`src/rtl/synth_pkg.sv`:
```
// Shared types and constants for the synthesizer voice and its envelope generator.
package synth_pkg;

    typedef enum logic [2:0] {
        EG_IDLE    = 3'd0,
        EG_ATTACK  = 3'd1,
        EG_DECAY   = 3'd2,
        EG_SUSTAIN = 3'd3,
        EG_RELEASE = 3'd4
    } eg_state_t;

    localparam logic [1:0] WAVE_SAW    = 2'd0;
    localparam logic [1:0] WAVE_SQUARE = 2'd1;
    localparam logic [1:0] WAVE_TRI    = 2'd2;
    localparam logic [1:0] WAVE_NOISE  = 2'd3;

    // Galois form of x^16+x^14+x^13+x^11+1, shifting right.
    localparam logic [15:0] LFSR_SEED = 16'hACE1;
    localparam logic [15:0] LFSR_TAPS = 16'hB400;

    function automatic logic [15:0] lfsr_next(input logic [15:0] state);
        logic [15:0] shifted;
        shifted = state >> 1;
        return state[0] ? (shifted ^ LFSR_TAPS) : shifted;
    endfunction

endpackage

```
`src/rtl/adsr_env.sv`:
```
// Gate-driven ADSR envelope: gate synchroniser, update-tick counter, state machine and level register.
//   state   | meaning
//   IDLE    | silent, level held at 0
//   ATTACK  | rising by attack_step per tick until full scale
//   DECAY   | falling by decay_step per tick down to sustain_lvl
//   SUSTAIN | level follows sustain_lvl
//   RELEASE | falling by release_step per tick down to 0
module adsr_env
    import synth_pkg::*;
#(
    parameter int ENV_W    = 16,
    parameter int ENV_TICK = 5_000
) (
    input  logic             clk,
    input  logic             rst,
    input  logic             gate,
    input  logic [ENV_W-1:0] attack_step,
    input  logic [ENV_W-1:0] decay_step,
    input  logic [ENV_W-1:0] release_step,
    input  logic [ENV_W-1:0] sustain_lvl,
    output logic [ENV_W-1:0] env_level,
    output eg_state_t        eg_state,
    output logic             busy
);

    localparam int TICK_W = $clog2(ENV_TICK);
    localparam logic [TICK_W-1:0] TICK_LAST = TICK_W'(ENV_TICK - 1);
    localparam logic [ENV_W-1:0]  LVL_MAX   = '1;

    if (ENV_TICK < 2) begin : g_env_tick_too_small
        $error("adsr_env: ENV_TICK must be at least 2");
    end

    logic              gate_meta;
    logic              gs;
    logic              gs_d;
    logic              rise;
    logic              fall;
    logic [TICK_W-1:0] tick_cnt;
    logic              tick;
    logic [ENV_W:0]    atk_sum;
    logic [ENV_W:0]    dec_diff;
    logic [ENV_W:0]    rel_diff;
    logic              atk_top;
    logic              dec_floor;
    logic              rel_floor;

    always_ff @(posedge clk or posedge rst) begin
        if (rst) begin
            gate_meta <= 1'b0;
            gs        <= 1'b0;
            gs_d      <= 1'b0;
        end else begin
            gate_meta <= gate;
            gs        <= gate_meta;
            gs_d      <= gs;
        end
    end

    assign rise = gs & ~gs_d;
    assign fall = ~gs & gs_d;

    always_ff @(posedge clk or posedge rst) begin
        if (rst) begin
            tick_cnt <= '0;
        end else if (tick) begin
            tick_cnt <= '0;
        end else begin
            tick_cnt <= tick_cnt + 1'b1;
        end
    end

    assign tick = (tick_cnt == TICK_LAST);

    // One extra bit catches overflow past full scale and underflow below zero.
    assign atk_sum  = {1'b0, env_level} + {1'b0, attack_step};
    assign dec_diff = {1'b0, env_level} - {1'b0, decay_step};
    assign rel_diff = {1'b0, env_level} - {1'b0, release_step};

    assign atk_top   = (attack_step == '0) || (atk_sum >= {1'b0, LVL_MAX});
    assign dec_floor = (decay_step == '0) || dec_diff[ENV_W]
                       || (dec_diff[ENV_W-1:0] <= sustain_lvl);
    assign rel_floor = (release_step == '0) || rel_diff[ENV_W]
                       || (rel_diff[ENV_W-1:0] == '0);

    // A gate edge takes priority over a coincident tick; that tick's step is dropped.
    always_ff @(posedge clk or posedge rst) begin
        if (rst) begin
            eg_state  <= EG_IDLE;
            env_level <= '0;
            busy      <= 1'b0;
        end else if (rise) begin
            eg_state <= EG_ATTACK;
            busy     <= 1'b1;
        end else if (fall) begin
            if (eg_state == EG_ATTACK || eg_state == EG_DECAY || eg_state == EG_SUSTAIN) begin
                eg_state <= EG_RELEASE;
            end
        end else if (tick) begin
            case (eg_state)
                EG_IDLE: begin
                    env_level <= '0;
                end
                EG_ATTACK: begin
                    if (atk_top) begin
                        env_level <= LVL_MAX;
                        eg_state  <= EG_DECAY;
                    end else begin
                        env_level <= atk_sum[ENV_W-1:0];
                    end
                end
                EG_DECAY: begin
                    if (dec_floor) begin
                        env_level <= sustain_lvl;
                        eg_state  <= EG_SUSTAIN;
                    end else begin
                        env_level <= dec_diff[ENV_W-1:0];
                    end
                end
                EG_SUSTAIN: begin
                    env_level <= sustain_lvl;
                end
                EG_RELEASE: begin
                    if (rel_floor) begin
                        env_level <= '0;
                        eg_state  <= EG_IDLE;
                        busy      <= 1'b0;
                    end else begin
                        env_level <= rel_diff[ENV_W-1:0];
                    end
                end
                default: begin
                    env_level <= '0;
                    eg_state  <= EG_IDLE;
                    busy      <= 1'b0;
                end
            endcase
        end
    end

endmodule

```
`src/rtl/synth_voice.sv`:
```
// One synthesizer voice: phase-accumulator oscillator, ADSR-shaped and gain-scaled,
// delivered as a first-order PDM bitstream.
module synth_voice
    import synth_pkg::*;
#(
    parameter int CLKSPEED = 50_000_000,
    parameter int W        = 10,
    parameter int PHASE_W  = 24,
    parameter int ENV_W    = 16,
    parameter int ENV_TICK = 5_000
) (
    input  logic               clk,
    input  logic               rst,
    input  logic               gate,
    input  logic [PHASE_W-1:0] phase_inc,
    input  logic [1:0]         wave_sel,
    input  logic [ENV_W-1:0]   attack_step,
    input  logic [ENV_W-1:0]   decay_step,
    input  logic [ENV_W-1:0]   release_step,
    input  logic [ENV_W-1:0]   sustain_lvl,
    input  logic [15:0]        amp_in,
    output logic [W-1:0]       sample,
    output logic [ENV_W-1:0]   env_level,
    output eg_state_t          eg_state,
    output logic               busy,
    output logic               dout
);

    if (CLKSPEED <= 0 || W < 2 || W > 16 || PHASE_W < W) begin : g_bad_params
        $error("synth_voice: need CLKSPEED > 0, 2 <= W <= 16 and PHASE_W >= W");
    end

    logic [PHASE_W-1:0]   acc;
    logic [PHASE_W:0]     acc_sum;
    logic [W-1:0]         p;
    logic [15:0]          lfsr;
    logic [W-1:0]         wave_nxt;
    logic [W-1:0]         wave;
    logic [W-1:0]         m1;
    logic [W+ENV_W-1:0]   prod_env;
    logic [W+15:0]        prod_amp;
    logic [W:0]           pdm_sum;
    logic [W-1:0]         err;

    adsr_env #(
        .ENV_W    (ENV_W),
        .ENV_TICK (ENV_TICK)
    ) u_env (
        .clk          (clk),
        .rst          (rst),
        .gate         (gate),
        .attack_step  (attack_step),
        .decay_step   (decay_step),
        .release_step (release_step),
        .sustain_lvl  (sustain_lvl),
        .env_level    (env_level),
        .eg_state     (eg_state),
        .busy         (busy)
    );

    // The carry out of the accumulator marks a phase wrap and clocks the noise source.
    assign acc_sum = {1'b0, acc} + {1'b0, phase_inc};
    assign p       = acc[PHASE_W-1 -: W];

    always_comb begin
        wave_nxt = '0;
        case (wave_sel)
            WAVE_SAW:    wave_nxt = p;
            WAVE_SQUARE: wave_nxt = {W{p[W-1]}};
            WAVE_TRI:    wave_nxt = p[W-1] ? ~{p[W-2:0], 1'b0} : {p[W-2:0], 1'b0};
            WAVE_NOISE:  wave_nxt = lfsr[15 -: W];
            default:     wave_nxt = '0;
        endcase
    end

    assign prod_env = {{ENV_W{1'b0}}, wave} * {{W{1'b0}}, env_level};
    assign prod_amp = {16'b0, m1} * {{W{1'b0}}, amp_in};
    assign pdm_sum  = {1'b0, err} + {1'b0, sample};

    always_ff @(posedge clk or posedge rst) begin
        if (rst) begin
            acc    <= '0;
            lfsr   <= LFSR_SEED;
            wave   <= '0;
            m1     <= '0;
            sample <= '0;
            err    <= '0;
            dout   <= 1'b0;
        end else begin
            acc <= acc_sum[PHASE_W-1:0];
            if (acc_sum[PHASE_W]) begin
                lfsr <= lfsr_next(lfsr);
            end
            wave   <= wave_nxt;
            m1     <= W'(prod_env >> ENV_W);
            sample <= W'(prod_amp >> 16);
            dout   <= pdm_sum[W];
            err    <= pdm_sum[W-1:0];
        end
    end

endmodule

```
`config.mk`:
```
export PLATFORM = sky130hd
export DESIGN_NAME = synth_voice
export DESIGN_NICKNAME = d
export VERILOG_FILES = /design/src/rtl/synth_pkg.sv /design/src/rtl/adsr_env.sv /design/src/rtl/synth_voice.sv
export SDC_FILE = /design/constraint.sdc
export NUM_CORES = 1
export LEC_CHECK = 0
export CAP_MARGIN = 0
export CORE_UTILIZATION = 35
export DETAILED_ROUTE_END_ITERATION = 16
export SLEW_MARGIN = 0
export SYNTH_ARGS = -nofsm -noshare
export SYNTH_HDL_FRONTEND = slang
export SYNTH_SLANG_ARGS = --single-unit
```
`constraint.sdc`:
```
create_clock -name clk -period 8.5 [get_ports clk]
set_input_delay 1.7 -clock clk [delete_from_list [all_inputs] [get_ports clk]]
set_output_delay 1.7 -clock clk [all_outputs]
set_load 0.01 [all_outputs]
```
==> impl_metrics.py, run 1 <==
metrics = {
    "sta": {
        "slew_violations": 0,
        "period_share_pct": 83.1,
        "timing.clock.skew_ps": 10.7,
        "report.final.hold_viol_count": 0,
        "worst_pin_slew_ps": 1190,
        "post-route-min-period_ps": 7070,
        "timing.max_slew.rel_slack_pct": 20.7,
        "finalSetupTns_ps": 0,
        "final.setup.worst_slack_ps": 1430,
        "timing.final.setup_violations": 0,
        "fmaxAchievable_mhz": 142,
        "grt_setup_unrepaired": "false",
    },
    "hold_path": {
        "hold_crit_class": "reg -> reg",
    },
    "cells_and_area": {
        "layout_filler_cell_count": 5262,
        "multi_input_area_um2": 14400,
        "insertedDiodeCount": 0,
        "syn2layout_area_growth_pct": 13.5,
        "drive_above_1_share_pct": 3.91,
        "ff_latch_area_um2": 2940,
        "finalNetCount": 2763,
        "post-route-util_pct": 40.5,
    },
    "logic_synthesis": {
        "ys_dominant_reg_cell": "sky130_fd_sc_hd__dfrtp_1",
        "synthArstFlopShare_pct": 100,
        "syn-mean-instance-area_um2": 8.87,
        "syn-instance-count": 2129,
        "yosysWarningCount": 0,
        "synth.lib_cells_used.distinct": 85,
        "post_synth_instance_area_um2": 18900,
        "seq_area_frac_synth_pct": 15.5,
        "synthesis.nets": 2680,
        "synth.ff_latch_count": 117,
        "synth_edf_count": 0,
    },
    "floorplanning": {
        "io_pins": 140,
        "die-height_um": 234,
        "core_um2": 53000,
        "initial_core_util_pct": 35.7,
        "die-area_um2": 54900,
        "dieWidth_um": 234,
        "rows": 84,
    },
    "setup_path": {
        "critical_path_class": "in -> reg",
        "cp_num_buf_inv": 4,
        "critPathLaunchType": "primary input",
        "crit_path_frequent_cell": "sky130_fd_sc_hd__fa_1",
        "worst_path_largest_cell_delay_ps": 690,
        "cp.required_ps": 8820,
        "cp.arrival_ps": 7380,
        "timing.critical_path.cells": "clkdlybuf4s50_1 > nand2_1 > fa_1 > inv_1 > fa_1 > fa_1 > fa_1 > inv_1 > fa_1 > inv_1 > ha_1 > a21o_1 > a21o_1 > a21o_1 > a211oi_1 > o41a_1 > nor2_1 > nor2b_1 > o31ai_1 > o41ai_1 > xnor2_1",
        "timing.critical_path.max_delay_family": "adder cells",
        "worst-path-max-fanout": 10,
        "setup.worst_path.end_class": "flop",
        "critPathSlowestCell": "sky130_fd_sc_hd__clkdlybuf4s50_1",
    },
    "grt": {
        "global_route.usage.total_pct": 19.3,
        "largest_net_degree_at_the_start_of_global_routing": 66,
        "grt_pass1_wl_um": 83100,
        "grt_pass1_vias": 16179,
        "grt_antenna_before_repair": 3,
        "grt_overflow_total": 0,
    },
    "routing": {
        "initialDrtViolationCount": 777,
        "antenna_left": 0,
        "vias_per_cell": 5.24,
        "routed-via-count": 15269,
        "iteration_count_of_the_initial_detailed_routing_pass": 5,
        "post_drt_wl_per_cell_um": 17.3,
        "detail_route.drc_violations": 0,
        "drt-total-wl_um": 50400,
    },
    "cts": {
        "cts_hold_buffers": 0,
        "clock_latency_ps": 450,
        "cts.htree.levels": 4,
        "post-cts-setup-buffers": 0,
        "post_cts_resized": 0,
        "cts-buffers-inserted": 17,
        "cts_tree": "yes",
        "clock_tree.root_cell": "sky130_fd_sc_hd__clkbuf_16",
        "cts_num_sinks": 117,
        "maximum_root_to_sink_buffer_count": 2,
        "clkSlewWorstSetupHoldPaths_ps": 60,
    },
    "place": {
        "dp_slack_ps": 990,
        "port-buffer-count": 139,
        "gp_congestion": 0.889,
        "detailed_place_hpwl_um": 40400,
    },
    "status": {
        "status": "completed",
    },
    "run": {
        "maxCapViolations": 0,
    },
}
[metal layers]
layer	vias to the layer above	wire (um)	track usage, %	part of all wire (%)
met1	7579	22300	24.4	44
met2	371	24300	33.1	48
li1	7252	-	-	-
met3	61	2700	3.48	5.4
met5	-	40	0	0.079
met4	6	1050	5.91	2.1
[synth_stat cells, drive strengths merged, types with 44 or more instances]
cell type | n | area, um2
clkbuf | 73 | 274
dfrtp | 109 | 2730
a21oi | 84 | 432
nand2 | 225 | 845
nor3 | 44 | 220
fa | 223 | 4460
ha | 219 | 2740
nor2 | 76 | 285
inv | 321 | 1200
xnor2 | 62 | 543
o21ai | 70 | 354
and2 | 169 | 1060
[final timing paths]
kind,start,endpoint,slack (ps),cells past startpoint
worst max-delay path,amp_in[11],sample[9]$_DFF_PP0_,1430,21
worst min-delay path,u_env.gate_meta$_DFF_PP0_,u_env.gs$_DFF_PP0_,350,0
worst max register to register,u_env.env_level[5]$_DFFE_PP0P_,m1[9]$_DFF_PP0_,2560,19
worst min register to register,u_env.gate_meta$_DFF_PP0_,u_env.gs$_DFF_PP0_,350,0
max in group asynchronous,rst,err[8]$_DFF_PP0_,5400,3
min in group asynchronous,rst,acc[11]$_DFF_PP0_,1710,2
[worst register-to-register path: cells and delay by family, from the launching register on]
kind,cells,cell delay (ps)
fa+ha+maj,6,2870
compound gates,5,1070
flops,1,840
xor+xnor,1,140
simple gates,2,630
buf+inv,5,250
[cell type report]
type	instances	area share, %
clock inverters	11	0.478
flip-flops and latches	117	13.7
clock buffers	21	2.15
well taps	688	4.01
repair buffers	146	6.73
inverters	322	5.65
multi-input cells	1608	67.3
[logic make-up after synthesis]
kind of cell               Yosys count  share of synthesized area [%]
muxes                               24                           1.84
buffers and inverters              404                           8.05
AOI/OAI and AO/OA                  365                           13.5
adders and majority gates          442                           38.1
and+or+nand+nor                    677                           18.3
DFF                                117                           15.5
xor gates and xnor gates           100                           4.64
[stage by stage]
step                      cell area, um2  hold slack (ps)  cells
after floorplan                    18900              331   2129
after global placement             20900              341   2881
after detailed placement           20900              344   2881
after CTS                          21500              354   2913
after global routing               21500              380   2913
final                              21500              351   2913
[flip-flops by register name, indices dropped and copies added, names as in the netlist, 3 cells and up]
| name | flops |
|---|---|
| acc | 24 |
| err | 10 |
| lfsr | 16 |
| m1 | 10 |
| sample | 10 |
| u_env.eg_state | 3 |
| u_env.env_level | 16 |
| u_env.tick_cnt | 13 |
| wave | 10 |
[layout by cell type (no fill, tap or decap), drive strengths merged, types with 7 or more instances in the layout]
| cell type | synthesis | routed |
|---|---|---|
| o21bai | 9 | 9 |
| xor2 | 38 | 38 |
| o21ai | 70 | 70 |
| a31oi | 11 | 11 |
| o311ai | 19 | 19 |
| nor3 | 44 | 44 |
| clkdlybuf4s50 | 0 | 139 |
| or3 | 10 | 10 |
| mux2i | 13 | 13 |
| a21oi | 84 | 84 |
| and3 | 14 | 14 |
| nand3 | 31 | 31 |
| a21o | 34 | 34 |
| nand2 | 225 | 225 |
| inv | 321 | 322 |
| a211oi | 16 | 16 |
| ha | 219 | 219 |
| a31o | 8 | 8 |
| fa | 223 | 223 |
| nor2b | 23 | 23 |
| nand2b | 22 | 22 |
| clkinv | 1 | 7 |
| o21a | 15 | 15 |
| mux4 | 8 | 8 |
| nor4 | 26 | 26 |
| nand4 | 12 | 12 |
| a22o | 12 | 12 |
| buf | 9 | 7 |
| dfrtp | 109 | 109 |
| and2 | 169 | 169 |
| a211o | 13 | 13 |
| clkbuf | 73 | 21 |
| nor2 | 76 | 76 |
| dfstp | 8 | 8 |
| o211ai | 16 | 16 |
| xnor2 | 62 | 62 |
Power of run 1 is not shown: default switching activity piles up to over one toggle a cycle in this logic, so the estimate is an artifact.
==> run 2: changes to the inputs <==
==> constraint.sdc (replaced) <==
create_clock -name clk -period 6.42 [get_ports clk]
set_input_delay 1.284 -clock clk [delete_from_list [all_inputs] [get_ports clk]]
set_output_delay 1.284 -clock clk [all_outputs]
set_load 0.01 [all_outputs]
==> impl_metrics.py, run 2 (synthesized netlist as in run 1, its figures left out) <==
metrics = {
    "cts": {
        "clock_latency_ps": 470,
        "clkSlewWorstSetupHoldPaths_ps": 60,
        "cts_tree": "yes",
        "maximum_root_to_sink_buffer_count": 2,
        "cts_num_sinks": 117,
        "clock_tree.root_cell": "sky130_fd_sc_hd__clkbuf_16",
        "cts-buffers-inserted": 17,
        "cts_hold_buffers": 0,
        "cts.htree.levels": 4,
    },
    "floorplanning": {
        "core_um2": 53000,
        "rows": 84,
        "die-height_um": 234,
        "dieWidth_um": 234,
        "io_pins": 140,
        "die-area_um2": 54900,
        "initial_core_util_pct": 35.7,
    },
    "setup_path": {
        "cp.required_ps": 6800,
        "cp.arrival_ps": 6630,
        "r2r_slack_ps": 590,
        "worst-path-max-fanout": 5,
        "critical_path_class": "in -> reg",
        "setup.worst_path.end_class": "flop",
        "critPathLaunchType": "primary input",
    },
    "routing": {
        "vias_per_cell": 5.26,
        "initialDrtViolationCount": 862,
        "routed-via-count": 15605,
        "iteration_count_of_the_initial_detailed_routing_pass": 6,
        "detail_route.drc_violations": 0,
        "drt-total-wl_um": 51000,
        "post_drt_wl_per_cell_um": 17.2,
        "antenna_left": 0,
    },
    "hold_path": {
        "hold_crit_class": "reg -> reg",
    },
    "sta": {
        "timing.final.setup_violations": 0,
        "report.final.hold_viol_count": 0,
        "post-route-min-period_ps": 6250,
        "final.setup.worst_slack_ps": 174,
        "timing.max_slew.rel_slack_pct": 17.5,
        "timing.clock.skew_ps": 14.2,
        "grt_setup_unrepaired": "true",
        "period_share_pct": 97.3,
        "worst_pin_slew_ps": 1230,
        "fmaxAchievable_mhz": 160,
        "finalSetupTns_ps": 0,
        "slew_violations": 0,
    },
    "cells_and_area": {
        "syn2layout_area_growth_pct": 16.2,
        "drive_above_1_share_pct": 6.41,
        "largest-register": "acc",
        "finalNetCount": 2815,
        "largest_registers": "acc (24), lfsr (16), u_env.env_level (16)",
        "most-common-layout-cells": "320 x sky130_fd_sc_hd__inv_1, 225 x sky130_fd_sc_hd__nand2_1, 223 x sky130_fd_sc_hd__fa_1, 218 x sky130_fd_sc_hd__ha_1, 169 x sky130_fd_sc_hd__and2_1",
        "largest_reg_flops": 24,
        "mostFrequentLayoutCell": "sky130_fd_sc_hd__inv_1",
    },
    "grt": {
        "grt_pass1_vias": 16232,
        "grt_overflow_total": 0,
        "largest_net_degree_at_the_start_of_global_routing": 49,
        "grt_pass1_wl_um": 83100,
        "grt_antenna_before_repair": 3,
        "global_route.usage.total_pct": 19.2,
    },
    "place": {
        "detailed_place_hpwl_um": 41200,
        "port-buffer-count": 139,
        "gp_congestion": 0.939,
        "dp_slack_ps": -603,
    },
    "run": {
        "maxCapViolations": 0,
    },
    "status": {
        "status": "completed",
    },
}
## run 2: per-layer routing
metal | track usage, % | wire (um)
met1 | 24.1 | 22000
met5 | 0 | 22
met2 | 32.4 | 24500
met4 | 7.18 | 1500
met3 | 3.92 | 2950
## run 2: path summary, 6_finish.rpt
kind	startpoint	to	cells past startpoint
min in group asynchronous	rst	acc[5]$_DFF_PP0_	2
setup / recovery	amp_in[4]	sample[9]$_DFF_PP0_	21
hold reg to reg	u_env.gate_meta$_DFF_PP0_	u_env.gs$_DFF_PP0_	0
max in group asynchronous	rst	m1[8]$_DFF_PP0_	3
setup reg to reg	wave[3]$_DFF_PP0_	m1[9]$_DFF_PP0_	20
hold / removal	u_env.gate_meta$_DFF_PP0_	u_env.gs$_DFF_PP0_	0
## run 2: stage by stage
| stage | util, % | cells | cell area, um2 | hold WS (ps) |
|---|---|---|---|---|
| 2_1_floorplan | - | 2129 | 18900 | 331 |
| 3_3_place_gp | 40.1 | 2929 | 21200 | 352 |
| 3_5_place_dp | 40.1 | 2929 | 21200 | 356 |
| 4_1_cts | 41.3 | 2961 | 21900 | 371 |
| 5_1_grt | 41.4 | 2965 | 22000 | 377 |
| 6_report | 41.4 | 2966 | 22000 | 363 |
## run 2: what timing repair did
action                                  CTS  global route
gates cloned                              0             0
pin swaps                                 0            10
endpoints found under the setup margin    3             6
endpoints found under the hold margin     0             0
setup buffers                             0             4
gates resized for setup                   4            12
## run 2: critical path: stages
cell and delay [ps]:
sky130_fd_sc_hd__clkdlybuf4s50_1 420, sky130_fd_sc_hd__buf_6 140, sky130_fd_sc_hd__and2_1 160, sky130_fd_sc_hd__fa_1 460
sky130_fd_sc_hd__fa_1 510, sky130_fd_sc_hd__fa_1 530, sky130_fd_sc_hd__fa_1 520, sky130_fd_sc_hd__inv_1 50
sky130_fd_sc_hd__fa_1 470, sky130_fd_sc_hd__inv_1 60, sky130_fd_sc_hd__ha_4 210, sky130_fd_sc_hd__a21o_1 150
sky130_fd_sc_hd__a21o_1 170, sky130_fd_sc_hd__a21o_1 170, sky130_fd_sc_hd__a211oi_2 180, sky130_fd_sc_hd__o41a_1 230
sky130_fd_sc_hd__nor2_2 60, sky130_fd_sc_hd__nor2b_2 200, sky130_fd_sc_hd__o31ai_4 90, sky130_fd_sc_hd__o41ai_2 410
sky130_fd_sc_hd__xnor2_1 160
## run 2: final cells by class
type	instances	area (um2)
timing repair buffer	198	1840
antenna	1	2.50
tap	688	861
fill	5311	31000
multi-input combinational	1608	14500
clock inverter	13	175
sequential	117	2940
inverter	322	1210
clock buffer	19	443
Power of run 2 is left out for the same reason.
==> run 3: changes to the inputs <==
--- a/config.mk
+++ b/config.mk
@@ -6,6 +6,7 @@
 export NUM_CORES = 1
 export LEC_CHECK = 0
 export CAP_MARGIN = 0
+export CORE_ASPECT_RATIO = 1.1
 export CORE_UTILIZATION = 35
 export DETAILED_ROUTE_END_ITERATION = 16
 export SLEW_MARGIN = 0
==> impl_metrics.py, run 3 (synthesized netlist as in run 1, its figures left out) <==
metrics = {
    "floorplanning": {
        "core_um2": 52900,
        "die-area_um2": 54900,
        "dieWidth_um": 224,
        "die-height_um": 246,
        "io_pins": 140,
        "initial_core_util_pct": 35.8,
        "rows": 88,
    },
    "sta": {
        "post-route-min-period_ps": 6160,
        "fmaxAchievable_mhz": 162,
        "worst_pin_slew_ps": 1320,
        "period_share_pct": 95.9,
        "timing.clock.skew_ps": 19.6,
        "slew_violations": 0,
        "final.setup.worst_slack_ps": 262,
        "worst_hold_slack_ps": 347,
        "report.final.hold_viol_count": 0,
        "timing.final.setup_violations": 0,
        "timing.max_slew.rel_slack_pct": 12.1,
    },
    "hold_path": {
        "hold_crit_class": "reg -> reg",
        "min_delay_path_depth": 0,
        "hold-path-endpoint": "u_env.gs$_DFF_PP0_",
        "timing.hold.worst.start": "u_env.gate_meta$_DFF_PP0_",
    },
    "routing": {
        "detail_route.drc_violations": 0,
        "post_drt_wl_per_cell_um": 17.2,
        "antenna_left": 0,
        "iteration_count_of_the_initial_detailed_routing_pass": 5,
        "routed-via-count": 15471,
        "vias_per_cell": 5.24,
        "drt-total-wl_um": 50800,
        "initialDrtViolationCount": 851,
    },
    "cells_and_area": {
        "finalNetCount": 2813,
        "largest-register": "acc",
        "finish.cell_count_without_fillers": 2950,
        "insertedDiodeCount": 0,
        "layout_filler_cell_count": 5299,
        "syn2layout_area_growth_pct": 15.8,
        "most-common-layout-cells": "320 x sky130_fd_sc_hd__inv_1, 225 x sky130_fd_sc_hd__nand2_1, 222 x sky130_fd_sc_hd__fa_1, 219 x sky130_fd_sc_hd__ha_1, 169 x sky130_fd_sc_hd__and2_1",
        "mostFrequentLayoutCell": "sky130_fd_sc_hd__inv_1",
        "largest_registers": "acc (24), lfsr (16), u_env.env_level (16)",
        "drive_above_1_share_pct": 6.37,
        "post-route-util_pct": 41.4,
        "largest_reg_flops": 24,
    },
    "grt": {
        "grt_antenna_before_repair": 3,
        "global_route.usage.total_pct": 19.2,
        "largest_net_degree_at_the_start_of_global_routing": 74,
        "grt_overflow_total": 0,
        "grt_pass1_wl_um": 84400,
        "grt_pass1_vias": 16718,
    },
    "run": {
        "maxCapViolations": 0,
    },
    "cts": {
        "cts_hold_buffers": 0,
        "cts.htree.levels": 4,
        "cts_num_sinks": 117,
        "post-cts-setup-buffers": 0,
        "clkSlewWorstSetupHoldPaths_ps": 60,
        "maximum_root_to_sink_buffer_count": 2,
        "cts-buffers-inserted": 17,
        "clock_tree.root_cell": "sky130_fd_sc_hd__clkbuf_16",
        "cts_tree": "yes",
        "clock_latency_ps": 450,
    },
    "setup_path": {
        "cp.required_ps": 6740,
        "worst_r2r_path_depth": 20,
        "rr_endpoint": "m1[9]$_DFF_PP0_",
        "critPathLaunchType": "primary input",
        "worst-path-max-fanout": 3,
        "setup.worst_path.end_class": "flop",
        "cp.arrival_ps": 6480,
        "r2r_slack_ps": 580,
        "reg2reg_from": "wave[9]$_DFF_PP0_",
        "critical_path_class": "in -> reg",
    },
    "place": {
        "detailed_place_hpwl_um": 41200,
        "dp_slack_ps": -528,
        "port-buffer-count": 139,
        "place_inst": 2918,
        "gp_congestion": 0.898,
    },
    "status": {
        "status": "completed",
    },
}
==> run 3: what timing repair did <==
action	4_1_cts	5_1_grt
setup endpoints to repair	3	4
resized for setup	12	8
endpoints found under the hold margin	0	0
pin swaps	4	2
==> run 3: per-stage QoR <==
stage          setup TNS [ps]  area (um2)
2_1_floorplan               0       18900
3_3_place_gp            -2550       21200
3_5_place_dp            -3020       21200
4_1_cts                     0       21900
5_1_grt                 -13.8       21900
6_report                    0       21900
==> run 3: worst max path at each step <==
stage	start	endpoint	slack [ps]	cells after the start
detailed placement	amp_in[7]	sample[9]$_DFF_PP0_	-530	20
finish	amp_in[2]	sample[8]$_DFF_PP0_	260	21
global route	amp_in[2]	sample[9]$_DFF_PP0_	-10	21
global placement	amp_in[7]	sample[9]$_DFF_PP0_	-480	20
floorplan	amp_in[11]	sample[9]$_DFF_PP0_	230	21
CTS	amp_in[3]	sample[8]$_DFF_PP0_	20	21
==> run 3: metal layers <==
metal  vias to the layer above  track usage (%)  share of wire, %
met2                       383             34.9                51
met5                         -                0             0.091
met4                         6             6.37               2.4
met1                      7660             22.7                42
li1                       7350                -                 -
met3                        72             3.55               5.1
==> run 3: worst max-delay path, stage by stage <==
cell and delay, ps:
sky130_fd_sc_hd__clkdlybuf4s50_1 450, sky130_fd_sc_hd__buf_4 160, sky130_fd_sc_hd__and2_1 140, sky130_fd_sc_hd__fa_1 410, sky130_fd_sc_hd__fa_1 510, sky130_fd_sc_hd__inv_1 70
sky130_fd_sc_hd__fa_1 550, sky130_fd_sc_hd__inv_1 60, sky130_fd_sc_hd__fa_1 470, sky130_fd_sc_hd__inv_1 50, sky130_fd_sc_hd__fa_1 480, sky130_fd_sc_hd__inv_1 50
sky130_fd_sc_hd__ha_1 280, sky130_fd_sc_hd__nand4_1 90, sky130_fd_sc_hd__o211a_1 240, sky130_fd_sc_hd__o41a_1 370, sky130_fd_sc_hd__nor2_2 160, sky130_fd_sc_hd__nor2b_2 70
sky130_fd_sc_hd__o311ai_2 270, sky130_fd_sc_hd__a21oi_1 130, sky130_fd_sc_hd__xnor2_1 150
==> run 3: layout make-up <==
cell class | count | area [um2] | area share [%]
clock inverters | 12 | 155 | 0.709
clock buffers | 20 | 447 | 2.04
flip-flops and latches | 117 | 2940 | 13.4
well taps | 675 | 845 | 3.86
repair buffers | 196 | 1820 | 8.30
inverters | 322 | 1210 | 5.54
multi-input cells | 1608 | 14500 | 66.1
Power of run 3 is left out for the same reason.
